File: src/rtl/mem_stage_lsu.sv
// MEM stage of the 5-stage MIPS core: handshaked byte/half/word load-store unit plus MEM/WB
// register. Define MEM_MISALIGN_TRAP_EN to trap misaligned half/word accesses instead of masking.
module mem_stage_lsu (
   input  logic        Clk,
   input  logic        Rst,
   input  logic        Valid,
   input  logic [31:0] ALU_In,
   input  logic [31:0] StoreData,
   input  logic        MemRead,
   input  logic        MemWrite,
   input  logic [1:0]  MemSize,
   input  logic        MemSigned,
   input  logic [1:0]  MemToReg_In,
   input  logic        RegWrite_In,
   input  logic [4:0]  WriteReg_In,
   input  logic [31:0] PCI_In,
   output logic        Stall,
   output logic        MemReq,
   output logic        MemWe,
   output logic [31:0] MemAddr,
   output logic [31:0] MemWData,
   output logic [3:0]  MemBE,
   input  logic        MemReady,
   input  logic [31:0] MemRData,
   output logic        WB_Valid,
   output logic        WB_RegWrite,
   output logic [31:0] WB_ALU_Out,
   output logic [31:0] WB_DM_Out,
   output logic [31:0] WB_PCI_Out,
   output logic [1:0]  WB_MemToReg,
   output logic [4:0]  WB_WriteReg,
   output logic        Misaligned
);

   typedef enum logic [0:0] {StIdle, StBusy} state_e;

   state_e      state_q;
   logic        req_we_q, req_signed_q;
   logic [31:0] req_addr_q, req_wdata_q;
   logic [3:0]  req_be_q;
   logic [1:0]  req_size_q, req_off_q;
   logic [31:0] hold_alu_q, hold_pci_q;
   logic [1:0]  hold_mtr_q;
   logic        hold_rw_q;
   logic [4:0]  hold_wr_q;

   logic        mem_op, is_byte, is_half, misalign, start_req;
   logic [3:0]  be_calc;
   logic [31:0] wdata_calc, shifted, load_data;
   logic [1:0]  off_calc;

   assign mem_op  = Valid & (MemRead | MemWrite);
   assign is_byte = (MemSize == 2'b10);
   assign is_half = (MemSize == 2'b01);

`ifdef MEM_MISALIGN_TRAP_EN
   assign misalign = (is_half & ALU_In[0]) | (!is_byte & !is_half & (ALU_In[1:0] != 2'b00));
`else
   assign misalign = 1'b0;
`endif

   assign start_req = mem_op & !misalign;

   // Lane offset is pre-masked to the access size so extraction is a single shift.
   always_comb begin
      be_calc    = 4'b1111;
      wdata_calc = StoreData;
      off_calc   = 2'b00;
      if (is_byte) begin
         be_calc    = 4'b0001 << ALU_In[1:0];
         wdata_calc = {4{StoreData[7:0]}};
         off_calc   = ALU_In[1:0];
      end else if (is_half) begin
         be_calc    = ALU_In[1] ? 4'b1100 : 4'b0011;
         wdata_calc = {2{StoreData[15:0]}};
         off_calc   = {ALU_In[1], 1'b0};
      end
   end

   assign shifted = MemRData >> {req_off_q, 3'b000};

   always_comb begin
      load_data = shifted;
      if (req_size_q == 2'b10) begin
         load_data = {{24{req_signed_q & shifted[7]}}, shifted[7:0]};
      end else if (req_size_q == 2'b01) begin
         load_data = {{16{req_signed_q & shifted[15]}}, shifted[15:0]};
      end
   end

   always_ff @(posedge Clk) begin
      if (Rst) begin
         state_q      <= StIdle;
         req_we_q     <= 1'b0;
         req_signed_q <= 1'b0;
         req_addr_q   <= '0;
         req_wdata_q  <= '0;
         req_be_q     <= '0;
         req_size_q   <= '0;
         req_off_q    <= '0;
         hold_alu_q   <= '0;
         hold_pci_q   <= '0;
         hold_mtr_q   <= '0;
         hold_rw_q    <= 1'b0;
         hold_wr_q    <= '0;
         WB_Valid     <= 1'b0;
         WB_RegWrite  <= 1'b0;
         WB_ALU_Out   <= '0;
         WB_DM_Out    <= '0;
         WB_PCI_Out   <= '0;
         WB_MemToReg  <= '0;
         WB_WriteReg  <= '0;
         Misaligned   <= 1'b0;
      end else begin
         unique case (state_q)
            StIdle: begin
               if (start_req) begin
                  state_q      <= StBusy;
                  req_we_q     <= MemWrite & !MemRead;
                  req_signed_q <= MemSigned;
                  req_addr_q   <= {ALU_In[31:2], 2'b00};
                  req_wdata_q  <= wdata_calc;
                  req_be_q     <= be_calc;
                  req_size_q   <= MemSize;
                  req_off_q    <= off_calc;
                  hold_alu_q   <= ALU_In;
                  hold_pci_q   <= PCI_In;
                  hold_mtr_q   <= MemToReg_In;
                  hold_rw_q    <= RegWrite_In;
                  hold_wr_q    <= WriteReg_In;
                  WB_Valid     <= 1'b0;
                  WB_RegWrite  <= 1'b0;
                  Misaligned   <= 1'b0;
               end else begin
                  // Plain ALU ops, bubbles and trapped misaligned accesses retire directly.
                  WB_Valid    <= Valid;
                  WB_RegWrite <= Valid & RegWrite_In & !mem_op;
                  WB_ALU_Out  <= ALU_In;
                  WB_DM_Out   <= '0;
                  WB_PCI_Out  <= PCI_In;
                  WB_MemToReg <= MemToReg_In;
                  WB_WriteReg <= WriteReg_In;
                  Misaligned  <= mem_op & misalign;
               end
            end
            StBusy: begin
               Misaligned <= 1'b0;
               if (MemReady) begin
                  state_q     <= StIdle;
                  WB_Valid    <= 1'b1;
                  WB_RegWrite <= hold_rw_q;
                  WB_ALU_Out  <= hold_alu_q;
                  WB_DM_Out   <= req_we_q ? 32'd0 : load_data;
                  WB_PCI_Out  <= hold_pci_q;
                  WB_MemToReg <= hold_mtr_q;
                  WB_WriteReg <= hold_wr_q;
               end else begin
                  WB_Valid    <= 1'b0;
                  WB_RegWrite <= 1'b0;
               end
            end
            default: state_q <= StIdle;
         endcase
      end
   end

   assign MemReq   = (state_q == StBusy);
   assign MemWe    = req_we_q;
   assign MemAddr  = req_addr_q;
   assign MemWData = req_wdata_q;
   assign MemBE    = req_be_q;
   assign Stall    = !Rst & (((state_q == StIdle) & start_req) |
                             ((state_q == StBusy) & !MemReady));

endmodule

File: config.mk
export PLATFORM = sky130hd
export DESIGN_NAME = mem_stage_lsu
export DESIGN_NICKNAME = d
export VERILOG_FILES = /design/src/rtl/mem_stage_lsu.sv
export SDC_FILE = /design/constraint.sdc
export NUM_CORES = 1
export LEC_CHECK = 0
export ABC_AREA = 0
export CAP_MARGIN = 40
export CORE_MARGIN = 4
export CORE_UTILIZATION = 51
export CTS_BUF_LIST = sky130_fd_sc_hd__clkbuf_4 sky130_fd_sc_hd__clkbuf_8
export DETAILED_ROUTE_END_ITERATION = 8
export GPL_TIMING_DRIVEN = 0
export PLACE_DENSITY = 0.91
export REMOVE_ABC_BUFFERS = 1
export SLEW_MARGIN = 0
export SYNTH_ARGS = -nofsm -noshare
export SYNTH_HDL_FRONTEND = slang
export SYNTH_SLANG_ARGS = --single-unit
File: constraint.sdc
create_clock -name Clk -period 4.63 [get_ports Clk]
set_input_delay 1.389 -clock Clk [delete_from_list [all_inputs] [get_ports Clk]]
set_output_delay 1.389 -clock Clk [all_outputs]
set_load 0.005 [all_outputs]
=== After elaboration in Yosys (flattened, before gate mapping) ===
Index checks and enable logic that the tools add are counted.

* Input port bits: 145
* Register bits: 250
* Output and inout port bits: 177

* Mux-type cells: 34
* Equal/unequal tests: 6
* Shifts and indexed selects: 2
* Bitwise operators: 12
* Reduce and logical (&&, ||, !) cells: 6

{| class="wikitable"
|+ Operators by type and width
! kind !! count
|-
| $mux W32 || 11
|-
| $pmux W32 S2 || 3
|-
| $shr A32 B5 Y32 || 1
|-
| $mux W4 || 3
|-
| $mux W5 || 2
|-
| $pmux W5 S2 || 1
|-
| $and A1 B1 Y1 || 9
|-
| $mux W2 || 4
|-
| $mux W1 || 6
|-
| $pmux W1 S2 || 3
|-
| $eq A2 B1 Y1 const B || 2
|-
| $eq A2 B2 Y1 const B || 2
|-
| $logic_not A1 Y1 || 4
|-
| $ne A2 B2 Y1 const B || 2
|-
| $pmux W2 S2 || 1
|-
| $reduce_and A2 Y1 || 2
|-
| $shl A1 B2 Y4 const A || 1
|-
| $or A1 B1 Y1 || 2
|-
| $not A1 Y1 || 1
|}

=== Logic depth before layout (Yosys ltp) ===
Gate-level depths: netlist of the first run.

* Depth after elaboration: 7
* Mapped depth: 6
* Gate-level depth less buffers: 4

=== Worst setup path before layout of the first run ===
OpenSTA, ideal clock, no wires.

* Kind: input -> output
* Start point: input port MemWrite
* End point: output port Stall
* Data required time: 3.241 ns
* Setup slack: 1.153 ns
* Data arrival time: 2.088 ns
* Stages on the path: 4
* Buffers on the path: 1
* Cells stage by stage: o21ai_2 mux2_2 nor2_1 buf_2

* Cells in the longest elaborated chain, start to end: 5

{| class="wikitable"
|+ RTL lines
! item !! line !! text
|-
| start: declaration || 10 || <nowiki>input logic MemWrite,</nowiki>
|-
| $or A1 B1 Y1 || 52 || <nowiki>assign mem_op = Valid & (MemRead | MemWrite);</nowiki>
|-
| $and A1 B1 Y1 || 52 ||
|-
| $and A1 B1 Y1 || 172 || <nowiki>assign Stall = !Rst & (((state_q == StIdle) & start_req) |</nowiki>
|-
| $or A1 B1 Y1 || 172 ||
|-
| $and A1 B1 Y1 || 172 ||
|-
| end: declaration || 17 || <nowiki>output logic Stall,</nowiki>
|}

Every way passes these cells.

=== Worst setup path in the final report of the first run ===
Ends and elaborated chain as after synthesis.

==> results of run 1 <==
[metal layers]
metal,up-vias,wire length (um),part of all wire
li1,4302,-,-
met1,4444,12400,0.39
met2,400,15800,0.49
met3,90,2520,0.079
met4,0,1280,0.040
met5,-,0,0
[area by class of cell]
type                       instances  area, um2
clock inverter                     5       31.3
sequential                       220       4410
inverter                           2       7.51
tap                              260        325
multi-input combinational        748       4750
clock buffer                      65        807
fill                            1267       4900
timing repair buffer             339       3610
[logic make-up after synthesis]
| kind of cell | count (synthesis) | synth area share |
|---|---|---|
| and+or+nand+nor | 352 | 0.146 |
| AOI/OAI and AO/OA | 274 | 0.209 |
| xor gates and xnor gates | 3 | 0.00345 |
| muxes | 114 | 0.118 |
| other | 1 | 0.000383 |
| DFF | 220 | 0.449 |
| buffers and inverters | 127 | 0.0740 |
[registers in the layout, summed over array words and instances (netlist names)]
name,count
hold_pci_q,32
WB_Valid,1
hold_rw_q,1
WB_MemToReg,2
WB_ALU_Out,32
WB_DM_Out,32
MemReq,1
req_off_q,2
req_size_q,2
MemWData,32
hold_mtr_q,2
MemBE,4
WB_RegWrite,1
hold_wr_q,5
WB_WriteReg,5
MemWe,1
req_signed_q,1
WB_PCI_Out,32
hold_alu_q,32
[per-stage QoR]
stage | util | area, um2
6_report | 0.740 | 13900
4_1_cts | 0.740 | 13900
2_1_floorplan | - | 9090
3_3_place_gp | 0.669 | 12600
3_5_place_dp | 0.686 | 12900
5_1_grt | 0.740 | 13900
[power groups by stage]
stage	Clock, mW	Sequential [mW]	Combinational [mW]
2_1_floorplan	0	2.17	0.374
3_3_place_gp	0	2.17	0.900
3_5_place_dp	0	2.16	0.921
4_1_cts	1.93	2.12	0.970
5_1_grt	2.03	2.13	1.05
6_report	1.90	2.12	0.974
[layout by cell type, fill, tap and decap left out, types with 14 or more instances in the layout]
cell,n
mux2i_1,104
clkbuf_4,14
nand2_1,214
a21oi_1,117
clkbuf_8,51
o21ai_0,17
a211oi_1,31
dfxtp_1,219
a22o_1,15
clkdlybuf4s50_1,313
a211oi_2,49
nor2_1,98
a32o_1,14
[critical path: stages]
cell and delay (ns):
clkdlybuf4s15_2 0.28, o21ai_4 0.13, mux2_8 0.35, buf_16 0.18, nor2_4 0.16, buf_12 0.15
clkdlybuf4s50_1 0.50
[timing repair]
action | in CTS | in global routing
buffers inserted | 3 | 0
cloned | 5 | 0
pin swaps | 1 | 0
endpoints found under the setup margin | 1 | 1
resized for setup | 10 | 1
[worst paths after layout]
kind / startpoint / endpoint / slack [ns]
hold reg to reg: MemBE[2] / MemBE[2] / 0.45
setup reg to reg: req_off_q[0] / WB_DM_Out[14] / 2.11
setup / recovery: MemWrite / Stall / 0.09
hold / removal: MemBE[2] / MemBE[2] / 0.45
==> metrics.cfg, run 1 <==
[sta]
worst_slack_ns = 0.0901
fin_crit_sh = 0.981
finalSetupTns_ns = 0
final-setup-viol-count = 0
layout_min_cycle_time_ns = 4.54
timing.clock.skew_ns = 0.0144
timing.slew.headroom = 0.397
grt_setup_unrepaired = false
timing.final.max_slew_violations = 0
worst_slew_pin_slew_ns = 0.902
final_hold_viol_count = 0
fmaxAchievable_ghz = 0.220
hold-worst-slack_ns = 0.449

[worst_setup_path]
timing.setup.critical_path_class = in2out
r2r.worst_path.cells = 4
crit_path_required_time_ns = 3.24
critical_path_peak_fanout = 25
critical_path_arrival_ns = 3.15
worst_setup_path_start_kind = primary input
end_kind = primary output

[logic_synthesis]
synth_top_cells_by_count = dfxtp_1, nand2_1, a21oi_1
synth_top_flop_cell = dfxtp_1
flip_flop_and_latch_count_after_synthesis = 220
synth_area_leader_cell = dfxtp_1
synth.distinct_cells = 41
synthesis.instances = 1091
yosys.area.top_type_share = 0.449
cell_area_synth_um2 = 9800
ys_top_cells_by_area = dfxtp_1, mux2i_1, nand2_1, a211oi_2, a21oi_1
synth-async-reset-ratio = 0
synth_most_common_cell = dfxtp_1
synthesis.yosys.warnings = 0
seq_total_area_yosys = 0.449
post_synth.cell_area_avg_um2 = 8.98
synth-edff-count = 0

[die]
rows = 50
dieHeight_um = 147
die_width_um = 147
io-pin-count = 322
fp.dieArea_um2 = 21500
initial_utilization = 0.520
core_area_um2 = 18800

[route]
drt_wl_total_um = 32000
final_antenna_net_count = 0
wl_per_cell_um = 19.5
drt-vias-per-instance = 5.64
remaining_drc_errors = 0
drt-initial-drc-count = 488
drt_pre_antenna_iters = 5
num_vias = 9236

[power]
total_switching_power_mw = 1.35
combPwrFrac = 0.195
fraction_of_power_spent_switching_nets = 0.270
internal-power_mw = 3.65
power_mw = 5.00
clock_power_share = 0.381
cellPowerDensity_nw_per_um2 = 359
p_seq_frac = 0.424
ir_worst_vdd_uv = 318
leakagePower_nw = 5.19

[place]
place_ws_ns = -0.997
port_buffer_count = 318
globalplace.congestion = 0.830
dpl.hpwl_um = 20400
place.detailed.instances = 1560

[global_routing]
globalRouteMet1Util = 0.337
via_count_of_the_first_global_routing_pass = 9519
met2_usage = 0.492
gr-total-overflow = 0
grt_first_pass_wirelength_um = 50600
grt_util_all_layers = 0.287
number_of_antenna_violations_at_the_first_check_in_global_routing = 0
grt_use_met3 = 0.0742
grt_start_max_net_pins = 110
globalRoute.busiestLayer = met2

[clock_tree]
clkSlewWorstSetupHoldPaths_ns = 0.06
tritoncts = yes
cts-root-to-sink-buffers = 3
root_buffer_cell = clkbuf_8
ctsHoldBuffers = 0
cts.htree.levels = 2
clock_sinks = 220
clock_insertion_delay_worst_skew_ns = 0.51
tritoncts.num_buffers = 39

[cells_and_area]
layout-area-overhead-vs-synth_pct = 42.2
count_of_nets_after_finishing = 1495
post_layout_nonfiller_instances = 1639
layout_cells_sized_above_1 = 0.120
antenna_cells = 0

[hold_path]
timing.hold.worst.class = reg2reg
hold_depth = 2

[run_status]
outcome = completed

[run]
cap_viol_max_count = 0

No activity file was read; power rests on OpenSTA's default activity.
==> inputs of run 2 (changes only) <==
Settings changed: ABC_AREA 0 to 1.
==> run 2 against run 1 <==
Against the previous run:
- core utilization down 1.8 points
- worst hold slack better by 0.0056 ns
- clock power down 2%
- sequential share of layout area up 0.88 points
- clock-buffer cell count down 6
- routed wire length down 6.1%
- register-to-register slack worse by 0.08 ns
- synthesized cell count up 23%
- flip-flop and latch count unchanged
- combinational power down 2.3%
- global-route usage down 2.1 points
- non-clock buffer count down 12
- critical path type unchanged
- critical endpoint unchanged
==> metrics.cfg, run 2 <==
[run_status]
outcome = completed  ; unchanged

[global_routing]
grt_start_max_net_pins = 105  ; was 110
grt_first_pass_wirelength_um = 47900  ; was 50600 um
number_of_antenna_violations_at_the_first_check_in_global_routing = 2  ; was 0
grt_util_all_layers = 0.266  ; was 0.287
via_count_of_the_first_global_routing_pass = 9579  ; was 9519
gr-total-overflow = 0  ; unchanged

[route]
drt_wl_total_um = 30000  ; was 32000 um
drt_pre_antenna_iters = 5  ; unchanged
drt-initial-drc-count = 589  ; was 488
drt-vias-per-instance = 5.39  ; was 5.64
wl_per_cell_um = 16.2  ; was 19.5 um
final_antenna_net_count = 0  ; unchanged
remaining_drc_errors = 0  ; unchanged
num_vias = 9975  ; was 9236

[run]
cap_viol_max_count = 0  ; unchanged

[place]
globalplace.congestion = 0.889  ; was 0.830
place.detailed.instances = 1778  ; was 1560
dpl.hpwl_um = 19300  ; was 20400 um
place_ws_ns = -0.813  ; was -0.997 ns
port_buffer_count = 318  ; unchanged

[logic_synthesis]
synth-edff-count = 0  ; unchanged
synth_top_cells_by_count = nor2_1, nand2_1, dfxtp_1  ; was dfxtp_1, nand2_1, a21oi_1
synth_top_flop_cell = dfxtp_1  ; unchanged
yosys.area.top_type_share = 0.451  ; was 0.449
synth-async-reset-ratio = 0  ; unchanged
synth_most_common_cell = nor2_1  ; was dfxtp_1
ys_top_cells_by_area = dfxtp_1, o21ai_0, nor2_1, nand2_1, a211oi_1  ; was dfxtp_1, mux2i_1, nand2_1, a211oi_2, a21oi_1
post_synth.cell_area_avg_um2 = 7.26  ; was 8.98 um2
synth.distinct_cells = 29  ; was 41
synthesis.instances = 1346  ; was 1091
synth_area_leader_cell = dfxtp_1  ; unchanged
synthesis.yosys.warnings = 0  ; unchanged
seq_total_area_yosys = 0.451  ; was 0.449
flip_flop_and_latch_count_after_synthesis = 220  ; unchanged
cell_area_synth_um2 = 9770  ; was 9800 um2

[clock_tree]
cts.htree.levels = 2  ; unchanged
tritoncts.num_buffers = 37  ; was 39
root_buffer_cell = clkbuf_8  ; unchanged
clock_insertion_delay_worst_skew_ns = 0.52  ; was 0.51 ns
clock_sinks = 220  ; unchanged
clkSlewWorstSetupHoldPaths_ns = 0.06  ; about the same
tritoncts = yes  ; unchanged
cts-root-to-sink-buffers = 3  ; unchanged

[sta]
fin_crit_sh = 0.981  ; about the same
final-setup-viol-count = 0  ; unchanged
worst_slew_pin_slew_ns = 0.775  ; was 0.902 ns
final_hold_viol_count = 0  ; unchanged
timing.clock.skew_ns = 0.00887  ; was 0.0144 ns
grt_setup_unrepaired = false  ; unchanged
timing.slew.headroom = 0.480  ; was 0.397
layout_min_cycle_time_ns = 4.54  ; about the same
fmaxAchievable_ghz = 0.220  ; about the same
timing.final.max_slew_violations = 0  ; unchanged
worst_slack_ns = 0.0881  ; was 0.0901 ns

[die]
fp.dieArea_um2 = 21400  ; was 21500 um2
initial_utilization = 0.521  ; was 0.520
io-pin-count = 322  ; unchanged
rows = 50  ; unchanged
core_area_um2 = 18800  ; about the same
die_width_um = 146  ; was 147 um
dieHeight_um = 146  ; was 147 um

[worst_setup_path]
worst_setup_path_start_kind = primary input  ; unchanged
critical_path_arrival_ns = 3.15  ; about the same
crit_path_required_time_ns = 3.24  ; about the same
critical_path_peak_fanout = 33  ; was 25
end_kind = primary output  ; unchanged
timing.setup.critical_path_class = in2out  ; unchanged

[hold_path]
timing.hold.worst.class = reg2reg  ; unchanged

[power]
ir_worst_vdd_uv = 261  ; was 318 uV
fraction_of_power_spent_switching_nets = 0.276  ; was 0.270
internal-power_mw = 3.59  ; was 3.65 mW
p_seq_frac = 0.434  ; was 0.424
leakagePower_nw = 5.64  ; was 5.19 nW
combPwrFrac = 0.192  ; was 0.195
cellPowerDensity_nw_per_um2 = 366  ; was 359 nW/um2
clock_power_share = 0.374  ; was 0.381
total_switching_power_mw = 1.37  ; was 1.35 mW

[cells_and_area]
post_layout_nonfiller_instances = 1849  ; was 1639
layout_commonest_cell = clkdlybuf4s50_1  ; unchanged
layout.cells.most_common_list = clkdlybuf4s50_1, nor2_1, nand2_1  ; was clkdlybuf4s50_1, dfxtp_1, nand2_1
layout-area-overhead-vs-synth_pct = 38.7  ; was 42.2%
count_of_nets_after_finishing = 1731  ; was 1495
layout_cells_sized_above_1 = 0.0663  ; was 0.120

-- run 2: cell types whose count changed after synthesis, moves of 39 or more --
cell,delta
mux2i_1,-104
nor2_1,+139
a21oi_1,-74
a211oi_2,-39
inv_1,+99
o21ai_0,+164
nand3_1,+48
-- run 2: per-layer routing --
metal / GRT usage / vias up / wire length (um)
li1: - / 4876 / -
met1: 0.313 / 4557 / 11900
met2: 0.448 / 433 / 14400
met3: 0.0636 / 109 / 2220
met4: 0.145 / 0 / 1480
met5: 0 / - / 0
-- run 2: kinds of logic after synthesis --
family / share of synthesized area
flops: 0.451
other cells: 0.000384
buf+inv: 0.120
simple gates: 0.225
compound gates: 0.203
xor+xnor: 0.000896
-- run 2: cell type report --
type                    count  area, um2
diodes                      2       5.00
clock inverters             7       37.5
clock buffers              59        774
inverters                 109        429
flip-flops and latches    220       4410
fillers                  1381       5210
multi-input cells         891       4240
well taps                 234        293
repair buffers            327       3360
-- run 2: metrics by stage --
stage	util	hold WS (ns)	TNS (ns)	cell area (um2)	total power, mW
floorplan	-	0.440	-14.94	9020	2.58
global placement	0.666	0.432	-668.13	12500	3.08
detailed placement	0.675	0.440	-0.813	12700	3.12
CTS	0.721	0.454	0	13500	4.98
global route	0.722	0.464	0	13600	5.19
finish	0.722	0.455	0	13600	4.96
-- run 2: final timing paths --
kind | startpoint | endpoint | slack (ns) | cells past startpoint
worst max-delay path | MemWrite | Stall | 0.09 | 8
worst min-delay path | WB_DM_Out[24] | WB_DM_Out[24] | 0.46 | 2
worst min register to register | WB_DM_Out[24] | WB_DM_Out[24] | 0.46 | 2
worst max register to register | MemReq | WB_ALU_Out[28] | 2.03 | 7
-- run 2: critical path, stage by stage --
cell	delay, ns
clkdlybuf4s50_1	0.48
inv_1	0.05
nand2_1	0.17
nand2_8	0.17
nand2_8	0.12
nand2_4	0.08
clkinv_8	0.16
clkdlybuf4s50_1	0.53
-- run 2: timing repair --
| action | 4_1_cts | 5_1_grt |
|---|---|---|
| hold buffers | 0 | 0 |
| setup buffers | 1 | 0 |
| gates cloned | 2 | 0 |
| gates resized for setup | 5 | 3 |
| endpoints found under the setup margin | 1 | 1 |
| pin swaps | 1 | 0 |
-- run 2: power groups by stage --
stage	clock network [mW]	logic (mW)	registers, mW
final	1.86	0.952	2.15
after CTS	1.87	0.951	2.15
after floorplan	0	0.381	2.20
after global routing	1.98	1.04	2.17
after detailed placement	0	0.928	2.19
after global placement	0	0.889	2.20
